<file path="src/rtl/mux_tdm_pkg.sv">
// Shared types and constants for the 8:1 TDM lane serializer.
// Lane count and select width match the 1:8 demux it feeds.
package mux_tdm_pkg;

  localparam int LANES = 8;
  localparam int SEL_W = 3;

  typedef enum logic {
    IDLE = 1'b0,
    SEND = 1'b1
  } state_t;

endpackage

</file>
<file path="src/rtl/mux_eighttoone_tdm.sv">
// Time-division 8:1 mux: captures a parallel word, then emits
// one (d, sel) lane pair per slot for the 1:8 demux.
module mux_eighttoone_tdm
  import mux_tdm_pkg::*;
#(
  parameter int NUM_LANES   = LANES,
  parameter int SEL_W       = mux_tdm_pkg::SEL_W,
  parameter int HOLD_CYCLES = 1
) (
  input  logic                 clk,
  input  logic                 rst_n,
  input  logic [NUM_LANES-1:0] lanes_in,
  input  logic                 load_valid,
  output logic                 load_ready,
  output logic                 d_out,
  output logic [SEL_W-1:0]     sel_out,
  output logic                 slot_valid,
  output logic                 frame_start,
  output logic                 frame_done
);

  localparam logic [3:0]       HOLD_MAX = 4'(HOLD_CYCLES - 1);
  localparam logic [SEL_W-1:0] SEL_MAX  = SEL_W'(NUM_LANES - 1);

  state_t                 state_q, state_n;
  logic [NUM_LANES-1:0]   shadow_q, shadow_n;
  logic [3:0]             hold_q, hold_n;
  logic [SEL_W-1:0]       sel_q, sel_n, sel_inc;
  logic                   d_q, d_n;
  logic                   valid_q, valid_n;
  logic                   fs_q, fs_n;
  logic                   fd_q, fd_n;
  logic                   last_slot;
  logic                   accept;

  assign sel_inc   = sel_q + 1'b1;
  assign last_slot = (state_q == SEND) &&
                     (sel_q == SEL_MAX) &&
                     (hold_q == HOLD_MAX);
  // Gated by rst_n so the port reads 0 while reset is held.
  assign load_ready = rst_n &&
                      ((state_q == IDLE) || last_slot);
  assign accept     = load_valid && load_ready;

  always_comb begin
    state_n  = state_q;
    shadow_n = shadow_q;
    hold_n   = hold_q;
    sel_n    = sel_q;
    d_n      = d_q;
    valid_n  = valid_q;
    unique case (1'b1)
      (state_q == IDLE): begin
        if (accept) begin
          state_n  = SEND;
          shadow_n = lanes_in;
          hold_n   = '0;
          sel_n    = '0;
          d_n      = lanes_in[0];
          valid_n  = 1'b1;
        end
      end
      (state_q == SEND): begin
        if (hold_q != HOLD_MAX) begin
          hold_n = hold_q + 1'b1;
        end else if (sel_q != SEL_MAX) begin
          hold_n = '0;
          sel_n  = sel_inc;
          d_n    = shadow_q[sel_inc];
        end else if (load_valid) begin
          shadow_n = lanes_in;
          hold_n   = '0;
          sel_n    = '0;
          d_n      = lanes_in[0];
        end else begin
          state_n = IDLE;
          hold_n  = '0;
          sel_n   = '0;
          d_n     = 1'b0;
          valid_n = 1'b0;
        end
      end
      default: begin
        state_n = IDLE;
      end
    endcase
    fs_n = accept;
    // frame_done is registered, so predict the last cycle of slot 7.
    fd_n = (state_n == SEND) &&
           (sel_n == SEL_MAX) &&
           (hold_n == HOLD_MAX);
  end

  always_ff @(posedge clk or negedge rst_n) begin
    if (!rst_n) begin
      state_q  <= IDLE;
      shadow_q <= '0;
      hold_q   <= '0;
      sel_q    <= '0;
      d_q      <= 1'b0;
      valid_q  <= 1'b0;
      fs_q     <= 1'b0;
      fd_q     <= 1'b0;
    end else begin
      state_q  <= state_n;
      shadow_q <= shadow_n;
      hold_q   <= hold_n;
      sel_q    <= sel_n;
      d_q      <= d_n;
      valid_q  <= valid_n;
      fs_q     <= fs_n;
      fd_q     <= fd_n;
    end
  end

  assign d_out       = d_q;
  assign sel_out     = sel_q;
  assign slot_valid  = valid_q;
  assign frame_start = fs_q;
  assign frame_done  = fd_q;

endmodule

</file>
<file path="config.mk">
export PLATFORM = sky130hd
export DESIGN_NAME = mux_eighttoone_tdm
export DESIGN_NICKNAME = d
export VERILOG_FILES = /design/src/rtl/mux_tdm_pkg.sv /design/src/rtl/mux_eighttoone_tdm.sv
export SDC_FILE = /design/constraint.sdc
export NUM_CORES = 1
export LEC_CHECK = 0
export CORE_MARGIN = 3
export CORE_UTILIZATION = 35
export CTS_CLUSTER_SIZE = 8
export DETAILED_ROUTE_END_ITERATION = 8
export DONT_BUFFER_PORTS = 1
export HOLD_SLACK_MARGIN = 0.02
export PLACE_DENSITY_LB_ADDON = 0.25
export SLEW_MARGIN = 20
export SYNTH_ARGS = -nofsm -noshare
export SYNTH_HDL_FRONTEND = slang
export SYNTH_SLANG_ARGS = --single-unit
</file>
<file path="constraint.sdc">
create_clock -name clk -period 1.65 [get_ports clk]
set_clock_uncertainty 0.05 [all_clocks]
set_input_delay 0.165 -clock clk [delete_from_list [all_inputs] [get_ports clk]]
set_output_delay 0.165 -clock clk [all_outputs]
set_load 0.02 [all_outputs]
</file>
==> results_dict.tcl <==
set metrics [dict create \
    run_status "finished, violations left" \
    violations "setup timing" \
    gr_usage_total 0.138 \
    yosysWarnings 0 \
    worst_setup_path_end_kind "register" \
    cts_sinks 20 \
    dp_hpwl_um 1640 \
    vias_in_the_first_global_route 873 \
    routed_wirelength_um 2500 \
    postLayoutSetupSlackWorst_ns -0.133 \
    ioPinCount 19 \
    design_area_um2 1500 \
    async_flop_share 1.00 \
    finalCriticalPeriod_ns 1.78 \
    die_area_um2 3910 \
    hold-path-endpoint "sel_out[0]" \
    synth_ff_type "sky130_fd_sc_hd__dfrtp_1" \
    cts_tree "built" \
    timing.final.max_slew_violations 0 \
    max_freq_mhz 561 \
    synth.ff_latch_count 20 \
    final_core_utilization 0.517 \
    synth_top_area_cell "sky130_fd_sc_hd__dfrtp_1" \
    routed_wire_length_per_instance_um 15.1 \
    worst-endpoint-required_ns 1.84 \
    pin_count_of_the_biggest_net_entering_global_routing 22 \
    final_cells 165 \
    dpl_worst_slack_ns -0.0667 \
    clock_tree.root_cell "sky130_fd_sc_hd__clkbuf_4" \
    synth_area_leaders "sky130_fd_sc_hd__dfrtp_1 (45%), sky130_fd_sc_hd__mux2_4 (11%), sky130_fd_sc_hd__ha_1 (4.5%)" \
    reg_to_reg_start "hold_q[0]" \
    clock_tree.htree_level_count 1 \
    fin_tns_setup_ns -0.229 \
    worst_ir_drop_vdd_uv 922 \
    place.gp.congestion 0.787 \
    layout-area-overhead-vs-synth_pct 34.0 \
    remaining_drc_errors 0 \
    critPathArrivalTime_ns 1.97 \
    setup_viol 3 \
    synth_cell_type_count 32 \
    die_width_um 62.5 \
    timing.final.crit_share 1.08 \
    initial_utilization 0.386 \
    leakage_nw 0.680 \
    grt_pass1_wl_um 4310 \
    globalRoute.totalOverflow 0 \
    crit_path_max_fanout 3 \
    grt_antenna_before_repair 0 \
    power.total_mw 2.62 \
    clk-insertion-delay-late_ns 0.30 \
    holdPathStages 3 \
    antenna_violating_nets_post_route 0 \
    clockBufferDepth 2 \
    cts_made_buffers 3 \
    via_density_per_instance 4.92 \
    synth_enable_flop_cells 0 \
    syn_inst 96 \
    synth.yosys.seq_area_share 0.447 \
    clk_pin_slew_worst_paths_ns 0.11 \
    drt_first_iter_violations 24 \
    finalHoldWorstSlack_ns 0.0368 \
    layout.cells.most_common "sky130_fd_sc_hd__dfrtp_1" \
    place.detailed.instances 146 \
    worstHoldPathType "input pin to register" \
    capturing_point_of_the_worst_reg2reg_path "frame_done" \
    power_density_nw_per_um2 1750 \
    finish.net_count 139 \
    grt_setup_unrepaired "true" \
    syn_area_per_cell_um2 11.7 \
    placed_area_um2 1280 \
    n_antenna_cell 0 \
    cell_area_synth_um2 1120 \
    worst-slew-pin-transition_ns 0.941 \
    rows 19 \
    design.core.area_um2 2900 \
    maxCapViolations 0 \
    worstRegToRegCells 6 \
    final_hold_viol_count 0 \
    post_route_cells_drive_above_1_share 0.390 \
    worst_setup_path_start_kind "register" \
    routed-via-count 812 \
    layout_common_cells "sky130_fd_sc_hd__dfrtp_1 (17), sky130_fd_sc_hd__buf_4 (14), sky130_fd_sc_hd__nand3_1 (10), sky130_fd_sc_hd__dlygate4sd3_1 (10)" \
    portBuffers 0 \
    path_class "register to register" \
    synth.net_count 111 \
    slew-limit-headroom 0.370 \
    post-synth-top-area-fraction 0.447 \
    die_h_um 62.5 \
    holdCritStartpoint "rst_n" \
    drtPass1Iterations 4 \
    reg2reg_slack_ns -0.13 \
]
-- worst max-delay path, cell delays in order (launching register included) --
cell and delay [ns]:
sky130_fd_sc_hd__dfrtp_1 0.43, sky130_fd_sc_hd__buf_6 0.14, sky130_fd_sc_hd__ha_4 0.15, sky130_fd_sc_hd__nand2b_4 0.12, sky130_fd_sc_hd__a21o_1 0.14, sky130_fd_sc_hd__a2111o_1 0.41, sky130_fd_sc_hd__and4bb_1 0.29
-- power breakdown --
part / leakage [nW] / switching [mW] / total [mW] / internal (mW)
combinational: 0.416 / 0.576 / 1.42 / 0.841
sequential: 0.243 / 0.212 / 0.910 / 0.698
clock: 0.0210 / 0.156 / 0.291 / 0.135
total: 0.680 / 0.943 / 2.62 / 1.67
-- worst max-delay path by stage --
| stage | end | start | slack [ns] |
|---|---|---|---|
| after CTS | load_ready | sel_out[1] | -0.12 |
| after global placement | frame_done | hold_q[0] | -0.06 |
| final | frame_done | hold_q[0] | -0.13 |
| after floorplan | shadow_q[0] | sel_out[0] | -0.05 |
| after global routing | frame_done | hold_q[0] | -0.19 |
| after detailed placement | frame_done | hold_q[0] | -0.07 |
-- synth_stat cells (2+ instances only) --
| cell | n |
|---|---|
| sky130_fd_sc_hd__dfrtp_1 | 20 |
| sky130_fd_sc_hd__nand3_1 | 10 |
| sky130_fd_sc_hd__nand2_1 | 9 |
| sky130_fd_sc_hd__mux2_4 | 8 |
| sky130_fd_sc_hd__mux2i_1 | 5 |
| sky130_fd_sc_hd__ha_1 | 4 |
| sky130_fd_sc_hd__a21oi_1 | 3 |
| sky130_fd_sc_hd__a22o_1 | 3 |
| sky130_fd_sc_hd__inv_1 | 3 |
| sky130_fd_sc_hd__nor2_1 | 3 |
| sky130_fd_sc_hd__o21ai_1 | 3 |
| sky130_fd_sc_hd__a21o_1 | 2 |
| sky130_fd_sc_hd__buf_2 | 2 |
| sky130_fd_sc_hd__nand2b_1 | 2 |
| sky130_fd_sc_hd__nor2b_1 | 2 |
-- per-layer routing --
layer,GRT usage,vias up,routed length [um]
met5,0,-,0
met4,0.0248,0,13
met3,0.0504,2,144
met2,0.225,23,1160
met1,0.178,385,1180
li1,-,402,-
-- cells by family after synthesis --
family	synth area share
buf+inv	0.0324
flops	0.447
fa+ha+maj	0.0447
compound gates	0.0962
xor+xnor	0.00783
simple gates	0.189
mux	0.182
-- flip-flops by register name (all words and copies together) (netlist names) --
signal and count:
slot_valid 1, hold_q 4, frame_start 1, frame_done 1
state_q 1, d_out 1, shadow_q 8, sel_out 3
-- area by class of cell --
type / count / area, um^2
clock buffer: 4 / 36.3
sequential: 20 / 504
fill: 279 / 1400
tap: 42 / 52.6
timing repair buffer: 27 / 239
multi-input combinational: 69 / 656
inverter: 3 / 11.3
-- repair_timing --
action / 4_1_cts / 5_1_grt
hold buffers: 10 / 0
buffers inserted: 3 / 2
pin swaps: 5 / 7
endpoints found under the hold margin: 32 / 0
endpoints found under the setup margin: 11 / 12
resized for setup: 4 / 7
(Power assumes the default switching activity.)
